`config.mk`:
```
export PLATFORM = sky130hd
export DESIGN_NAME = multicycle_controller
export DESIGN_NICKNAME = d
export VERILOG_FILES = /design/src/rtl/ctrl_pkg.sv /design/src/rtl/alu_decoder.sv /design/src/rtl/multicycle_controller.sv
export SDC_FILE = /design/constraint.sdc
export NUM_CORES = 1
export LEC_CHECK = 0
export CORE_UTILIZATION = 40
export DETAILED_ROUTE_END_ITERATION = 7
export PLACE_DENSITY = 0.77
export SYNTH_ARGS = -nofsm -noshare
export SYNTH_HDL_FRONTEND = slang
export SYNTH_SLANG_ARGS = --single-unit
```
`constraint.sdc`:
```
create_clock -name clk -period 3.1 [get_ports clk]
set_input_delay 0.465 -clock clk [delete_from_list [all_inputs] [get_ports clk]]
set_output_delay 0.465 -clock clk [all_outputs]
set_load 0.005 [all_outputs]
```
`src/rtl/ctrl_pkg.sv`:
```
// Shared encodings for the multi-cycle RV32I control path: FSM states, ALU
// opcodes, datapath mux selects, opcodes and small decode helpers.
package ctrl_pkg;

    typedef enum logic [3:0] {
        S_FETCH, S_DECODE, S_MEM_ADR, S_MEM_READ, S_MEM_WB, S_MEM_WRITE,
        S_EXEC_R, S_EXEC_I, S_ALU_WB, S_BRANCH, S_JAL, S_JALR, S_JALR_PC,
        S_LUI, S_HALT
    } state_t;

    typedef enum logic [1:0] {CLS_ADD, CLS_SUB, CLS_FUNCT} alu_class_t;

    localparam logic [2:0] ALU_ADD  = 3'b000;
    localparam logic [2:0] ALU_SUB  = 3'b001;
    localparam logic [2:0] ALU_AND  = 3'b010;
    localparam logic [2:0] ALU_OR   = 3'b011;
    localparam logic [2:0] ALU_SLTU = 3'b100;
    localparam logic [2:0] ALU_SLT  = 3'b101;
    localparam logic [2:0] ALU_XOR  = 3'b110;

    localparam logic [1:0] SRCA_PC    = 2'b00;
    localparam logic [1:0] SRCA_OLDPC = 2'b01;
    localparam logic [1:0] SRCA_RD1   = 2'b10;

    localparam logic [1:0] SRCB_RD2  = 2'b00;
    localparam logic [1:0] SRCB_IMM  = 2'b01;
    localparam logic [1:0] SRCB_FOUR = 2'b10;

    localparam logic [1:0] RES_ALUOUT = 2'b00;
    localparam logic [1:0] RES_DATA   = 2'b01;
    localparam logic [1:0] RES_ALU    = 2'b10;
    localparam logic [1:0] RES_IMM    = 2'b11;

    localparam logic [2:0] IMM_I = 3'b000;
    localparam logic [2:0] IMM_S = 3'b001;
    localparam logic [2:0] IMM_B = 3'b010;
    localparam logic [2:0] IMM_J = 3'b011;
    localparam logic [2:0] IMM_U = 3'b100;

    localparam logic [6:0] OP_LW   = 7'b0000011;
    localparam logic [6:0] OP_SW   = 7'b0100011;
    localparam logic [6:0] OP_R    = 7'b0110011;
    localparam logic [6:0] OP_I    = 7'b0010011;
    localparam logic [6:0] OP_BR   = 7'b1100011;
    localparam logic [6:0] OP_JAL  = 7'b1101111;
    localparam logic [6:0] OP_JALR = 7'b1100111;
    localparam logic [6:0] OP_LUI  = 7'b0110111;

    function automatic logic op_legal(input logic [6:0] op);
        return op inside {OP_LW, OP_SW, OP_R, OP_I, OP_BR, OP_JAL, OP_JALR, OP_LUI};
    endfunction

    function automatic logic [2:0] imm_src_of(input logic [6:0] op);
        case (op)
            OP_SW:   return IMM_S;
            OP_BR:   return IMM_B;
            OP_JAL:  return IMM_J;
            OP_LUI:  return IMM_U;
            default: return IMM_I;
        endcase
    endfunction

    function automatic logic branch_f3_legal(input logic [2:0] funct3);
        return funct3 inside {3'b000, 3'b001, 3'b100, 3'b101};
    endfunction

    // blt/bge use the raw sign of RD1-RD2; overflow is deliberately not corrected
    function automatic logic branch_taken(input logic [2:0] funct3, input logic zero,
                                          input logic neg);
        case (funct3)
            3'b000:  return zero;
            3'b001:  return !zero;
            3'b100:  return neg;
            3'b101:  return !neg;
            default: return 1'b0;
        endcase
    endfunction

endpackage

```
`src/rtl/alu_decoder.sv`:
```
// Maps the controller's ALU class plus funct3/funct7_5 onto the ALU opcode and
// flags funct3 values that name no supported ALU operation.
module alu_decoder
    import ctrl_pkg::*;
(
    input  alu_class_t  alu_class,
    input  logic [2:0]  funct3,
    input  logic        funct7_5,
    input  logic        is_rtype,
    output logic [2:0]  alu_opcode,
    output logic        illegal
);

    // illegal depends on funct3 alone so decode can vet it ahead of execute
    always_comb begin
        alu_opcode = ALU_ADD;
        illegal    = (funct3 == 3'b001) || (funct3 == 3'b101);
        case (alu_class)
            CLS_SUB: alu_opcode = ALU_SUB;
            CLS_FUNCT: begin
                case (funct3)
                    3'b000:  alu_opcode = (is_rtype && funct7_5) ? ALU_SUB : ALU_ADD;
                    3'b010:  alu_opcode = ALU_SLT;
                    3'b011:  alu_opcode = ALU_SLTU;
                    3'b100:  alu_opcode = ALU_XOR;
                    3'b110:  alu_opcode = ALU_OR;
                    3'b111:  alu_opcode = ALU_AND;
                    default: alu_opcode = ALU_ADD;
                endcase
            end
            default: alu_opcode = ALU_ADD;
        endcase
    end

endmodule

```
`src/rtl/multicycle_controller.sv`:
```
// Main control FSM of the multi-cycle RV32I core (fetch/decode/execute/mem/wb).
// Define ILLEGAL_TRAP_EN to trap unsupported instructions in a sticky HALT state.
module multicycle_controller
    import ctrl_pkg::*;
(
    input  logic       clk,
    input  logic       rst,
    input  logic [6:0] op,
    input  logic [2:0] funct3,
    input  logic       funct7_5,
    input  logic       zero,
    input  logic       neg,
    output logic [2:0] alu_opcode,
    output logic [1:0] alu_src_a,
    output logic [1:0] alu_src_b,
    output logic [1:0] result_src,
    output logic [2:0] imm_src,
    output logic       adr_src,
    output logic       pc_write,
    output logic       ir_write,
    output logic       mem_write,
    output logic       reg_write,
    output logic       illegal
);

`ifdef ILLEGAL_TRAP_EN
    localparam bit TRAP_EN = 1'b1;
`else
    localparam bit TRAP_EN = 1'b0;
`endif

    state_t     state, next;
    alu_class_t alu_class;
    logic       f3_illegal, op_bad, f3_bad;

    alu_decoder u_alu_decoder (
        .alu_class  (alu_class),
        .funct3     (funct3),
        .funct7_5   (funct7_5),
        .is_rtype   (op == OP_R),
        .alu_opcode (alu_opcode),
        .illegal    (f3_illegal)
    );

    assign op_bad = !op_legal(op);
    assign f3_bad = ((op == OP_R || op == OP_I) && f3_illegal) ||
                    (op == OP_BR && !branch_f3_legal(funct3));

    always_ff @(posedge clk or posedge rst) begin
        if (rst) state <= S_FETCH;
        else     state <= next;
    end

    always_comb begin
        next = S_FETCH;
        case (state)
            S_FETCH: next = S_DECODE;
            S_DECODE: begin
                if (op_bad)                 next = TRAP_EN ? S_HALT : S_FETCH;
                else if (TRAP_EN && f3_bad) next = S_HALT;
                else begin
                    case (op)
                        OP_LW, OP_SW: next = S_MEM_ADR;
                        OP_R:         next = S_EXEC_R;
                        OP_I:         next = S_EXEC_I;
                        OP_BR:        next = S_BRANCH;
                        OP_JAL:       next = S_JAL;
                        OP_JALR:      next = S_JALR;
                        OP_LUI:       next = S_LUI;
                        default:      next = S_FETCH;
                    endcase
                end
            end
            S_MEM_ADR:  next = (op == OP_LW) ? S_MEM_READ : S_MEM_WRITE;
            S_MEM_READ: next = S_MEM_WB;
            S_EXEC_R, S_EXEC_I, S_JAL, S_JALR_PC: next = S_ALU_WB;
            S_JALR:     next = S_JALR_PC;
            S_HALT:     next = S_HALT;
            default:    next = S_FETCH;
        endcase
    end

    always_comb begin
        alu_class  = CLS_ADD;
        alu_src_a  = SRCA_PC;
        alu_src_b  = SRCB_RD2;
        result_src = RES_ALUOUT;
        imm_src    = IMM_I;
        adr_src    = 1'b0;
        pc_write   = 1'b0;
        ir_write   = 1'b0;
        mem_write  = 1'b0;
        reg_write  = 1'b0;
        illegal    = 1'b0;
        case (state)
            S_FETCH: begin
                alu_src_b  = SRCB_FOUR;
                result_src = RES_ALU;
                ir_write   = 1'b1;
                pc_write   = 1'b1;
            end
            S_DECODE: begin
                alu_src_a = SRCA_OLDPC;
                alu_src_b = SRCB_IMM;
                imm_src   = imm_src_of(op);
            end
            S_MEM_ADR, S_JALR: begin
                alu_src_a = SRCA_RD1;
                alu_src_b = SRCB_IMM;
            end
            S_MEM_READ: adr_src = 1'b1;
            S_MEM_WB: begin
                adr_src    = 1'b1;
                result_src = RES_DATA;
                reg_write  = 1'b1;
            end
            S_MEM_WRITE: begin
                adr_src   = 1'b1;
                mem_write = 1'b1;
            end
            S_EXEC_R: begin
                alu_src_a = SRCA_RD1;
                alu_class = CLS_FUNCT;
            end
            S_EXEC_I: begin
                alu_src_a = SRCA_RD1;
                alu_src_b = SRCB_IMM;
                alu_class = CLS_FUNCT;
            end
            S_ALU_WB: reg_write = 1'b1;
            S_BRANCH: begin
                alu_src_a = SRCA_RD1;
                alu_class = CLS_SUB;
                pc_write  = branch_taken(funct3, zero, neg);
            end
            // PC takes the target latched in ALUOut while the ALU forms the link
            S_JAL, S_JALR_PC: begin
                alu_src_a = SRCA_OLDPC;
                alu_src_b = SRCB_FOUR;
                pc_write  = 1'b1;
            end
            S_LUI: begin
                imm_src    = IMM_U;
                result_src = RES_IMM;
                reg_write  = 1'b1;
            end
`ifdef ILLEGAL_TRAP_EN
            S_HALT: illegal = 1'b1;
`endif
            default: ;
        endcase
        if (rst) begin
            pc_write  = 1'b0;
            ir_write  = 1'b0;
            mem_write = 1'b0;
            reg_write = 1'b0;
            illegal   = 1'b0;
        end
    end

endmodule

```
==> impl_results.html <==
<table>
<tr><th>Metric</th><th>Value</th></tr>
<tr><th colspan="2">Outcome</th></tr>
<tr><td>Status</td><td>complete, no violations</td></tr>
<tr><th colspan="2">Clocking</th></tr>
<tr><td>Clock Path Buffers</td><td>2</td></tr>
<tr><td>CTS clk-pin slew, worst paths</td><td>40 ps</td></tr>
<tr><td>Max H-tree Level</td><td>1</td></tr>
<tr><td>Post-CTS setup buffer count</td><td>0</td></tr>
<tr><td>Clock root cell</td><td>sky130_fd_sc_hd__clkbuf_4</td></tr>
<tr><td>Count of instances resized after the clock tree is built</td><td>0</td></tr>
<tr><td>CTS hold repair buffers</td><td>0</td></tr>
<tr><td>Clock buffers created by TritonCTS</td><td>3</td></tr>
<tr><td>Sinks on Clock Net</td><td>4</td></tr>
<tr><td>CTS tree</td><td>done</td></tr>
<tr><td>Clock Latency Late Sink</td><td>240 ps</td></tr>
<tr><th colspan="2">Worst setup path</th></tr>
<tr><td>Capturing point of the worst reg2reg path</td><td>state[3]$_DFF_PP0_</td></tr>
<tr><td>Startpoint type of the worst setup path</td><td>flip-flop</td></tr>
<tr><td>Reg-to-reg slack, setup</td><td>1610 ps</td></tr>
<tr><td>Worst setup path end</td><td>alu_opcode[0]</td></tr>
<tr><td>Depth of the most critical reg-to-reg path</td><td>4</td></tr>
<tr><td>Origin of the critical flop-to-flop path</td><td>state[3]$_DFF_PP0_</td></tr>
<tr><td>Highest net fanout along the worst path</td><td>15</td></tr>
<tr><td>Worst EP required</td><td>2630 ps</td></tr>
<tr><td>Setup crit start</td><td>state[1]$_DFF_PP0_</td></tr>
<tr><td>Data arrival time of the worst path</td><td>2410 ps</td></tr>
<tr><td>Type of the worst setup path</td><td>reg2out</td></tr>
<tr><td>Endpoint type of the worst setup path</td><td>output pin</td></tr>
<tr><th colspan="2">Timing</th></tr>
<tr><td>Achievable frequency</td><td>0.347 GHz</td></tr>
<tr><td>Final period utilization</td><td>92.8%</td></tr>
<tr><td>Min cycle time layout</td><td>2880 ps</td></tr>
<tr><td>Total count of max-transition violations in the final report</td><td>0</td></tr>
<tr><td>Setup repair after global routing missed its margin</td><td>false</td></tr>
<tr><td>Maximum clock skew at final layout</td><td>7.78 ps</td></tr>
<tr><td>Final setup violation count</td><td>0</td></tr>
<tr><td>Final-report hold violation count</td><td>0</td></tr>
<tr><td>Setup TNS after final layout</td><td>0 ps</td></tr>
<tr><th colspan="2">Layout</th></tr>
<tr><td>Most flops, register</td><td>state</td></tr>
<tr><td>Largest registers in the final layout</td><td>state x4</td></tr>
<tr><td>Cell area after layout</td><td>0.00109 mm²</td></tr>
<tr><td>Final standard cell utilization of the core</td><td>62.4%</td></tr>
<tr><td>Area Overhead vs Synth</td><td>43.1%</td></tr>
<tr><td>Number of inserted diodes</td><td>0</td></tr>
<tr><td>Share of final-layout standard cells stronger than drive strength 1</td><td>10.1%</td></tr>
<tr><td>Total of fill cells in the finished design</td><td>179</td></tr>
<tr><td>Number of flip-flops in the largest register</td><td>4</td></tr>
<tr><td>Net count, final</td><td>148</td></tr>
<tr><th colspan="2">Drt</th></tr>
<tr><td>Vias per std cell</td><td>5.36</td></tr>
<tr><td>Total wirelength of the detailed-routed design</td><td>1860 µm</td></tr>
<tr><td># DRC</td><td>0</td></tr>
<tr><td>Number of routed nets with antenna violations</td><td>0</td></tr>
<tr><td>Avg WL per Cell</td><td>12.1 µm</td></tr>
<tr><td>Detailed Routing Iterations Pass 1</td><td>4</td></tr>
<tr><td>DRT iter0 DRCs</td><td>23</td></tr>
<tr><td>Total number of vias</td><td>825</td></tr>
<tr><th colspan="2">Global routing</th></tr>
<tr><td>Leftover overflow at the end of global routing</td><td>0</td></tr>
<tr><td>Met1 Usage GRT</td><td>23.3%</td></tr>
<tr><td>GR met3 Demand/Resource</td><td>2.38%</td></tr>
<tr><td>Global-route wire length before repair</td><td>3090 µm</td></tr>
<tr><td>Maximum number of pins on one net before global-route repair</td><td>17</td></tr>
<tr><td>GR peak layer</td><td>met2</td></tr>
<tr><td>M2 GR Usage</td><td>36.9%</td></tr>
<tr><td>Number of global-route vias before repair</td><td>760</td></tr>
<tr><td>Antenna violations before repair</td><td>0</td></tr>
<tr><td>Total Routing Usage GR</td><td>20.4%</td></tr>
<tr><th colspan="2">Logic synthesis</th></tr>
<tr><td>Post-synthesis cell area</td><td>761 µm²</td></tr>
<tr><td>Synthesized area divided by synthesized cell count</td><td>7.61 µm²</td></tr>
<tr><td>Most frequent cell after synthesis</td><td>sky130_fd_sc_hd__nand2_1</td></tr>
<tr><td>Count of distinct cell types in the synthesized netlist</td><td>44</td></tr>
<tr><td>Dominant register cell in the synthesized netlist</td><td>sky130_fd_sc_hd__dfrtp_1</td></tr>
<tr><td>Biggest area consumer among synthesized cells</td><td>sky130_fd_sc_hd__dfrtp_1</td></tr>
<tr><td>Syn nets</td><td>117</td></tr>
<tr><td>Count of flip-flops with a built-in enable after synthesis</td><td>0</td></tr>
<tr><td>Async S/R FF share, synth</td><td>100%</td></tr>
<tr><td>Warnings from Yosys</td><td>0</td></tr>
<tr><td>Yosys top cell area share</td><td>13.2%</td></tr>
<tr><td>Sequential area share after synthesis</td><td>13.2%</td></tr>
<tr><td>Total of flip-flops plus latches after synthesis</td><td>4</td></tr>
<tr><td>Gate count of the mapped netlist</td><td>100</td></tr>
<tr><td>Largest cells by area after synthesis</td><td>sky130_fd_sc_hd__dfrtp_1 13%, sky130_fd_sc_hd__xor2_1 5.8%, sky130_fd_sc_hd__buf_6 4.4%</td></tr>
<tr><td>Top post-synthesis cells by count</td><td>8 x sky130_fd_sc_hd__nand2_1, 7 x sky130_fd_sc_hd__inv_1, 6 x sky130_fd_sc_hd__nor2_1, 6 x sky130_fd_sc_hd__nor3_1</td></tr>
<tr><th colspan="2">Floorplan</th></tr>
<tr><td>Placement Rows</td><td>15</td></tr>
<tr><td>Std-Cell Core Area</td><td>0.00175 mm²</td></tr>
<tr><td>Overall die height</td><td>45.6 µm</td></tr>
<tr><td>DIE AREA</td><td>0.00208 mm²</td></tr>
<tr><td>Count of pins on the block boundary</td><td>33</td></tr>
<tr><td>Initial core utilization</td><td>43.6%</td></tr>
<tr><td>Die width</td><td>45.6 µm</td></tr>
<tr><th colspan="2">Place</th></tr>
<tr><td>Last weighted congestion value of the routability-driven placer</td><td>0.747</td></tr>
<tr><td>Instance area at placement</td><td>0.00107 mm²</td></tr>
<tr><td>HPWL after DPL</td><td>1460 µm</td></tr>
<tr><td>Buffers on Ports</td><td>31</td></tr>
<tr><th colspan="2">Job</th></tr>
<tr><td>Max-capacitance violation count</td><td>0</td></tr>
<tr><th colspan="2">Power</th></tr>
<tr><td>Worst voltage drop across the vdd grid</td><td>201 µV</td></tr>
<tr><td>Cell leakage power</td><td>0.434 nW</td></tr>
<tr><td>Power density over cell area</td><td>386 mW/mm²</td></tr>
<tr><td>Total power consumption of the routed design</td><td>420 µW</td></tr>
<tr><th colspan="2">Hold path</th></tr>
<tr><td>Worst min path class</td><td>in2async</td></tr>
</table>
-- cells by family (layout without fill, tap and decap cells) --
| group | after synthesis | count (layout) | synth area share [%] |
|---|---|---|---|
| buf+inv | 16 | 45 | 12.2 |
| flops | 4 | 4 | 13.2 |
| other cells | 1 | 1 | 0.493 |
| fa+ha+maj | 2 | 2 | 3.29 |
| mux | 3 | 3 | 4.11 |
| compound gates | 23 | 23 | 22.4 |
| xor+xnor | 6 | 6 | 6.91 |
| simple gates | 45 | 45 | 37.5 |
-- worst max-delay path, cell delays in order (launching register included) --
cell and delay [ps]:
sky130_fd_sc_hd__dfrtp_1 370, sky130_fd_sc_hd__buf_4 190, sky130_fd_sc_hd__nand4bb_1 250, sky130_fd_sc_hd__inv_1 100, sky130_fd_sc_hd__ha_1 250, sky130_fd_sc_hd__or3b_1 350
sky130_fd_sc_hd__o22ai_1 130, sky130_fd_sc_hd__clkdlybuf4s50_1 530
-- per-stage QoR --
step / instances / hold slack (ps) / setup WS, ps
2_1_floorplan: 100 / 231 / 989
3_3_place_gp: 151 / 722 / 485
3_5_place_dp: 151 / 728 / 442
4_1_cts: 154 / 616 / 227
5_1_grt: 154 / 614 / 118
6_report: 154 / 586 / 222
-- power breakdown --
group          switching [mW]  internal [mW]
clock network          0.0237         0.0435
registers             0.00497         0.0611
logic                   0.125          0.162
total                   0.154          0.267
-- routing by layer --
| metal | share of wire (%) | vias up |
|---|---|---|
| met5 | 0 | - |
| met4 | 1.1 | 0 |
| met3 | 2.8 | 3 |
| met2 | 50 | 27 |
| met1 | 46 | 376 |
| li1 | - | 419 |
-- placed cells by master, fill, tap and decap left out, types with 2 or more instances in the layout --
cell,netlist,final
sky130_fd_sc_hd__clkdlybuf4s50_1,0,31
sky130_fd_sc_hd__nand2_1,8,8
sky130_fd_sc_hd__inv_1,7,7
sky130_fd_sc_hd__nor2_1,6,6
sky130_fd_sc_hd__nor3_1,6,6
sky130_fd_sc_hd__nor2b_1,5,5
sky130_fd_sc_hd__xor2_1,5,5
sky130_fd_sc_hd__a21oi_1,4,4
sky130_fd_sc_hd__buf_4,1,4
sky130_fd_sc_hd__dfrtp_1,4,4
sky130_fd_sc_hd__o22ai_1,3,3
sky130_fd_sc_hd__clkbuf_4,0,3
sky130_fd_sc_hd__or3_1,2,2
sky130_fd_sc_hd__nand3_1,2,2
sky130_fd_sc_hd__nand4_1,2,2
sky130_fd_sc_hd__o21ai_1,2,2
sky130_fd_sc_hd__o21ai_0,2,2
sky130_fd_sc_hd__o211ai_1,2,2
sky130_fd_sc_hd__a41oi_1,2,2
sky130_fd_sc_hd__nand2b_1,2,2
sky130_fd_sc_hd__a22oi_1,2,2
sky130_fd_sc_hd__mux2i_1,2,2
sky130_fd_sc_hd__ha_1,2,2
-- how the worst min path moves through the flow --
stage                       start                  to  slack (ps)  depth (start not counted)
2_1_floorplan                 rst  state[0]$_DFF_PP0_         230                          1
3_3_place_gp   state[1]$_DFF_PP0_  state[1]$_DFF_PP0_         720                          3
3_5_place_dp   state[1]$_DFF_PP0_  state[1]$_DFF_PP0_         730                          3
4_1_cts                       rst  state[0]$_DFF_PP0_         620                          2
5_1_grt                       rst  state[0]$_DFF_PP0_         610                          2
6_report                      rst  state[1]$_DFF_PP0_         590                          2
-- area by class of cell --
cell class | instances | area [µm²] | share of cell area, %
inverters | 7 | 26.3 | 2.41
repair buffers | 35 | 340 | 31.3
multi-input cells | 80 | 568 | 52.2
flip-flops and latches | 4 | 100 | 9.20
well taps | 25 | 31.3 | 2.87
clock buffers | 3 | 22.5 | 2.07
Note: power is estimated with default switching activity, not from simulation.
